$ cat config.mk
export PLATFORM = sky130hd
export DESIGN_NAME = iobus_tty
export DESIGN_NICKNAME = d
export VERILOG_FILES = /design/src/rtl/iobus_tty.sv
export SDC_FILE = /design/constraint.sdc
export NUM_CORES = 1
export LEC_CHECK = 0
export CAP_MARGIN = 15
export CORE_MARGIN = 2
export CORE_UTILIZATION = 38
export DETAILED_ROUTE_END_ITERATION = 10
export PLACE_DENSITY = 0.67
export SYNTH_ARGS = -nofsm -noshare
export SYNTH_HDL_FRONTEND = slang
export SYNTH_SLANG_ARGS = --single-unit
$ cat constraint.sdc
create_clock -name clk -period 4.6 [get_ports clk]
set_clock_uncertainty 0.05 [all_clocks]
set_input_delay 0.92 -clock clk [delete_from_list [all_inputs] [get_ports clk]]
set_output_delay 0.92 -clock clk [all_outputs]
set_load 0.05 [all_outputs]
$ cat src/rtl/iobus_tty.sv
// Console teletype on the KA10 I/O bus: CONO/CONI/DATAO/DATAI decode, an async
// serial transmitter and receiver, and a PI request on the assigned channel.
module iobus_tty #(
    parameter logic [6:0] DEVCODE  = 7'o24,
    parameter int         BIT_CLKS = 16
) (
    input  logic        clk,
    input  logic        reset,
    input  logic        iobus_iob_reset,
    input  logic [3:9]  iobus_ios,
    input  logic        iobus_datao_clear,
    input  logic        iobus_datao_set,
    input  logic        iobus_cono_clear,
    input  logic        iobus_cono_set,
    input  logic        iobus_iob_datai,
    input  logic        iobus_iob_coni,
    input  logic [0:35] iobus_iob_out,
    output logic [0:35] iobus_iob_in,
    output logic [1:7]  iobus_pi,
    output logic        tx,
    input  logic        rx
);

    localparam int CW = $clog2(BIT_CLKS);

    typedef enum logic {TX_IDLE, TX_SHIFT} tx_state_t;
    typedef enum logic [1:0] {RX_IDLE, RX_START, RX_DATA, RX_STOP} rx_state_t;

    tx_state_t tx_state, tx_state_next;
    rx_state_t rx_state, rx_state_next;

    logic          sel;
    logic          cono_clr, cono_set, dato_clr, dato_set;
    logic [2:0]    pia;
    logic          tto_busy, tto_flag, tti_busy, tti_flag;
    logic [7:0]    obuf, ibuf;
    logic          tx_go;
    logic [10:0]   tx_sh;
    logic [CW-1:0] tx_cnt;
    logic [3:0]    tx_bit;
    logic          tx_tick, tx_load, tx_done;
    logic [1:0]    rx_sync;
    logic          rx_line, rx_prev, rx_fall;
    logic [7:0]    rx_sh;
    logic [CW-1:0] rx_cnt;
    logic [2:0]    rx_bit;
    logic          rx_tick, rx_start, rx_false, rx_sample, rx_end, rx_stop_ok;
    logic          datai_d, datai_fall;
    logic          unused_bits;

    assign sel        = (iobus_ios == DEVCODE);
    assign cono_clr   = iobus_cono_clear  & sel;
    assign cono_set   = iobus_cono_set    & sel;
    assign dato_clr   = iobus_datao_clear & sel;
    assign dato_set   = iobus_datao_set   & sel;
    assign datai_fall = datai_d & ~iobus_iob_datai & sel;
    assign rx_line    = rx_sync[1];
    assign rx_fall    = rx_prev & ~rx_line;
    assign tx_tick    = (tx_cnt == CW'(BIT_CLKS - 1));
    assign rx_tick    = (rx_cnt == '0);
    assign unused_bits = ^iobus_iob_out[0:27];

    // Line is forced idle whenever the transmitter is not shifting, so any reset
    // releases it in the same cycle.
    assign tx = (tx_state == TX_SHIFT) ? tx_sh[0] : 1'b1;

    // NOTE: sequential state uses non-blocking assignments so every register
    // samples pre-edge values regardless of statement order.
    always_ff @(posedge clk or negedge reset) begin
        if (!reset) begin
            tx_state <= TX_IDLE;
            rx_state <= RX_IDLE;
        end else if (iobus_iob_reset) begin
            tx_state <= TX_IDLE;
            rx_state <= RX_IDLE;
        end else begin
            tx_state <= tx_state_next;
            rx_state <= rx_state_next;
        end
    end

    // NOTE: every signal written here gets a default first, otherwise paths
    // that skip an assignment would infer latches.
    always_comb begin
        tx_state_next = tx_state;
        tx_load       = 1'b0;
        tx_done       = 1'b0;
        case (tx_state)
            TX_IDLE:
                if (tx_go && !tto_busy) begin
                    tx_load       = 1'b1;
                    tx_state_next = TX_SHIFT;
                end
            TX_SHIFT:
                if (tx_tick && tx_bit == 4'd10) begin
                    tx_done       = 1'b1;
                    tx_state_next = TX_IDLE;
                end
        endcase
    end

    always_comb begin
        rx_state_next = rx_state;
        rx_start      = 1'b0;
        rx_false      = 1'b0;
        rx_sample     = 1'b0;
        rx_end        = 1'b0;
        rx_stop_ok    = 1'b0;
        case (rx_state)
            RX_IDLE:
                if (rx_fall) begin
                    rx_start      = 1'b1;
                    rx_state_next = RX_START;
                end
            RX_START:
                if (rx_tick) begin
                    if (!rx_line) begin
                        rx_state_next = RX_DATA;
                    end else begin
                        rx_false      = 1'b1;
                        rx_state_next = RX_IDLE;
                    end
                end
            RX_DATA:
                if (rx_tick) begin
                    rx_sample = 1'b1;
                    if (rx_bit == 3'd7) rx_state_next = RX_STOP;
                end
            RX_STOP:
                if (rx_tick) begin
                    rx_end        = 1'b1;
                    rx_stop_ok    = rx_line;
                    rx_state_next = RX_IDLE;
                end
        endcase
    end

    // Frame is {stop, stop, data LSB-first, start}; shifting in 1s keeps the
    // tail at the stop level.
    always_ff @(posedge clk or negedge reset) begin
        if (!reset) begin
            tx_go  <= 1'b0;
            tx_sh  <= '1;
            tx_cnt <= '0;
            tx_bit <= '0;
        end else if (iobus_iob_reset) begin
            tx_go  <= 1'b0;
            tx_sh  <= '1;
            tx_cnt <= '0;
            tx_bit <= '0;
        end else begin
            tx_go <= dato_set;
            if (tx_load) begin
                tx_sh  <= {2'b11, obuf, 1'b0};
                tx_cnt <= '0;
                tx_bit <= '0;
            end else if (tx_state == TX_SHIFT) begin
                if (tx_tick) begin
                    tx_cnt <= '0;
                    tx_bit <= tx_bit + 4'd1;
                    tx_sh  <= {1'b1, tx_sh[10:1]};
                end else begin
                    tx_cnt <= tx_cnt + 1'b1;
                end
            end
        end
    end

    // The half-bit start delay puts every later sample in the middle of its bit.
    always_ff @(posedge clk or negedge reset) begin
        if (!reset) begin
            rx_sync <= 2'b11;
            rx_prev <= 1'b1;
            rx_sh   <= '0;
            rx_cnt  <= '0;
            rx_bit  <= '0;
        end else if (iobus_iob_reset) begin
            rx_sync <= 2'b11;
            rx_prev <= 1'b1;
            rx_sh   <= '0;
            rx_cnt  <= '0;
            rx_bit  <= '0;
        end else begin
            rx_sync <= {rx_sync[0], rx};
            rx_prev <= rx_line;
            if (rx_start) begin
                rx_cnt <= CW'(BIT_CLKS / 2 - 1);
                rx_bit <= '0;
            end else if (rx_state != RX_IDLE) begin
                rx_cnt <= rx_tick ? CW'(BIT_CLKS - 1) : rx_cnt - 1'b1;
            end
            if (rx_sample) begin
                rx_sh  <= {rx_line, rx_sh[7:1]};
                rx_bit <= rx_bit + 3'd1;
            end
        end
    end

    // NOTE: obuf and ibuf are software-visible registers, not a memory array, so
    // they are cleared by both resets like any other state.
    always_ff @(posedge clk or negedge reset) begin
        if (!reset) begin
            pia      <= '0;
            tto_busy <= 1'b0;
            tto_flag <= 1'b0;
            tti_busy <= 1'b0;
            tti_flag <= 1'b0;
            obuf     <= '0;
            ibuf     <= '0;
            datai_d  <= 1'b0;
        end else if (iobus_iob_reset) begin
            pia      <= '0;
            tto_busy <= 1'b0;
            tto_flag <= 1'b0;
            tti_busy <= 1'b0;
            tti_flag <= 1'b0;
            obuf     <= '0;
            ibuf     <= '0;
            datai_d  <= 1'b0;
        end else begin
            datai_d <= iobus_iob_datai & sel;
            obuf    <= (dato_clr ? 8'h00 : obuf) | (dato_set ? iobus_iob_out[28:35] : 8'h00);

            if (cono_clr) pia <= '0;
            if (cono_set) pia <= iobus_iob_out[33:35];

            // Later assignments win: hardware events override CONO clears.
            if (cono_set && iobus_iob_out[29]) tti_busy <= 1'b0;
            if (rx_start)                      tti_busy <= 1'b1;
            if (rx_false || rx_end)            tti_busy <= 1'b0;

            if ((cono_set && iobus_iob_out[30]) || datai_fall) tti_flag <= 1'b0;
            if (rx_end && rx_stop_ok) begin
                tti_flag <= 1'b1;
                ibuf     <= rx_sh;
            end

            if (cono_set && iobus_iob_out[31]) tto_busy <= 1'b0;
            if (tx_load)                       tto_busy <= 1'b1;
            if (tx_done)                       tto_busy <= 1'b0;

            if (tx_load)                       tto_flag <= 1'b0;
            if (cono_set && iobus_iob_out[32]) tto_flag <= 1'b0;
            if (cono_set && iobus_iob_out[28]) tto_flag <= 1'b1;
            if (tx_done)                       tto_flag <= 1'b1;
        end
    end

    always_comb begin
        iobus_iob_in = '0;
        if (iobus_iob_coni && sel) begin
            iobus_iob_in[29]    = tti_busy;
            iobus_iob_in[30]    = tti_flag;
            iobus_iob_in[31]    = tto_busy;
            iobus_iob_in[32]    = tto_flag;
            iobus_iob_in[33:35] = pia;
        end
        if (iobus_iob_datai && sel) begin
            iobus_iob_in[28:35] = iobus_iob_in[28:35] | ibuf;
        end
    end

    always_comb begin
        iobus_pi = '0;
        for (int n = 1; n <= 7; n++) begin
            iobus_pi[n] = (pia == 3'(n)) && (tti_flag || tto_flag);
        end
    end

endmodule
==> flow_summary.ini <==
[routing]
drc = 0
antenna_left = 0
vias = 2520
wl_per_cell_um = 13.69
drt_iter0_markers = 101
vias_per_cell = 5.081
routed_wl_mm = 6.791
drt_pass1_iterations = 4

[worst_setup_path]
cp_cell_sequence = clkdlybuf4s50_1 > or4b_4 > or3_1 > nor2_1 > buf_4
critPathCaptureType = primary output
cp.required_ns = 3.63
arrival_ns = 2.86
critPathSlowestCell = or4b_4
worstPathMaxFanout = 12
crit_type = input port to primary output
r2r-start = tx_cnt[0]
cp_top_family = simple AND/OR/NAND/NOR gates
crit_path_max_incr_delay_ns = 0.55
cp-start-kind = input port
crit_path_start = iobus_ios[8]
path_buf_inv = 2

[floorplanning]
die_w_um = 96.72
rows = 33
die_h_um = 96.72
core_area_sq_um = 8258
start_util = 0.3956
die_area_sq_um = 9355
pin_count = 97

[final_layout]
syn_to_final_growth_pct = 15.89
utilization = 0.4585
fillers = 801
antennaDiodeCount = 0
final_cell_count_no_fill = 496
multi_input_area_sq_um = 1456
mostFrequentLayoutCells = dfrtp_1, nand2_1, nor2_1, a21oi_1, clkdlybuf4s50_1
final_layout_size_suffix_gt1_frac = 0.1176
layout_commonest_cell = dfrtp_1
fin_nets = 445
seq_area_sq_um = 1592

[global_routing]
grt_pass1_wl_mm = 11.58
grt_start_max_net_pins = 62
grt_pass1_vias = 2448
grt_usage = 0.1502
grt_overflow = 0
antenna_found_initial = 0

[logic_synthesis]
ys_warn_count = 0
avgSynthCellArea_sq_um = 9.255
ys_ff_latch = 63
synthTopCellsByArea = dfrtp_1, dfstp_2, buf_4, a21oi_1, nand2_1
synth.distinct_cells = 47
synth_edf_count = 0
yosys_most_used_dff = dfrtp_1
netlist.top_cell.by_area = dfrtp_1
synthCells = 353
syn_area_sq_um = 3267
ys_seq_area_frac = 0.4872
synthArstFlopShare = 1.000
synth_top_cell_area_share = 0.3907

[clocking]
insertion_delay_ns = 0.35
cts_buffer_depth = 2
clk_root_buffer_cell = clkbuf_8
cts_sinks = 63
cts_setup_buffers = 0
cts_htree_levels = 3
numCtsBuffers = 9
cts_resized = 0
cts_tree = done
postCtsHoldBufs = 0
clk_pin_slew_ns = 0.06

[job]
drv_cap = 0

[sta]
rsz0062_at_grt = no
post-route-period-util = 0.8322
tightest_slew_ns = 1.024
timing.final.hold_violations = 0
fmax_mhz = 261.2
final-max-slew-violation-count = 0
fin_crit_ns = 3.828
slew_headroom = 0.3075
setup_viol = 0
setup_tns_ns = 0

[power_and_ir_drop]
ir_worst_vdd_mv = 0.1595
clkPwrFrac = 0.378
p_sw_mw = 0.2976
seq_power_share = 0.508
powerDensity_nw_per_um2 = 295.0
sw_frac_of_total = 0.2664
leakagePower_nw = 1.644
power.internal_mw = 0.8193
p_comb_frac = 0.114

[place]
place.detailed.hpwl_mm = 4.782
gp_congestion = 0.7782
portBuffers = 40
dp_cells = 480

[min_path]
hold_path_class = flop to flop
worstHoldStart = obuf[7]

[run_status]
outcome = completed
-- area by class of cell --
type / count / share of cell area
inverters: 8 / 0.007931
clock buffers: 15 / 0.04395
flip-flops and latches: 63 / 0.4204
multi-input cells: 261 / 0.3847
well taps: 105 / 0.03470
clock inverters: 1 / 0.001322
repair buffers: 43 / 0.1071
-- worst reg2reg max path, delay by kind of cell, from the launching register on --
kind	cells	cell delay (ns)
flops	1	0.39
fa+ha+maj	1	0.22
simple gates	3	1.52
compound gates	1	0.07
-- metal layers --
metal	up-vias	routed length [um]	GRT usage
met5	-	0	0
met2	79	2986	0.2228
li1	1240	-	-
met3	10	389	0.04118
met1	1191	3317	0.2089
met4	0	97	0.05850
-- through the flow --
stage | worst slack [ns] | total power [mW] | instance area, sq um | hold WS (ns)
2_1_floorplan | 0.9733 | 0.6795 | 3368 | 0.4298
3_3_place_gp | 0.8059 | 0.7027 | 3615 | 0.4496
3_5_place_dp | 0.7740 | 0.7042 | 3615 | 0.4530
4_1_cts | 0.7665 | 1.128 | 3786 | 0.4743
5_1_grt | 0.7009 | 1.169 | 3786 | 0.5046
6_report | 0.7717 | 1.117 | 3786 | 0.4734
-- path summary, 6_finish.rpt --
kind / slack [ns] / depth (start not counted) / endpoint
max: 0.77 / 5 / iobus_iob_in[31]
min: 0.47 / 2 / obuf[7]
max reg2reg: 2.22 / 5 / tto_busy
min reg2reg: 0.47 / 2 / obuf[7]
max in group asynchronous: 2.95 / 2 / tx_sh[8]
min in group asynchronous: 0.64 / 1 / pia[1]
-- flip-flops by register name (all words and copies together), names as in the netlist, 3 cells and up --
name,cells
rx_bit,3
tx_bit,4
rx_cnt,4
tx_cnt,4
tx_sh,9
ibuf,8
rx_sh,8
pia,3
obuf,8
-- synth_stat cells (3+ instances only) --
master,count
mux2i_1,10
inv_1,8
and3_1,3
a22oi_1,10
dfrtp_1,51
xnor2_1,3
dfstp_2,12
ha_1,6
nor2_1,40
o21ai_0,8
nand3_1,9
buf_2,4
nand2_1,42
a32oi_1,8
clkbuf_1,16
or2_2,4
nor3_1,16
buf_4,28
a21oi_1,32
nand2b_1,7
-- power groups by stage --
| stage | clock network, mW | logic, mW | registers [mW] |
|---|---|---|---|
| floorplan | 0 | 0.104 | 0.575 |
| global placement | 0 | 0.126 | 0.577 |
| detailed placement | 0 | 0.127 | 0.577 |
| CTS | 0.433 | 0.127 | 0.567 |
| global route | 0.465 | 0.137 | 0.568 |
| finish | 0.423 | 0.127 | 0.567 |
-- logic make-up (layout without fill, tap and decap cells) --
group                      after synthesis  after routing  synth area share
AOI/OAI and AO/OA                       73             73            0.1413
xor gates and xnor gates                 4              4           0.01073
adders and majority gates                6              6           0.02298
buffers and inverters                   56             67           0.09805
DFF                                     63             63            0.4872
muxes                                   11             11           0.03409
other                                    1             28          0.001148
and+or+nand+nor                        139            139            0.2045
(Power assumes the default switching activity.)
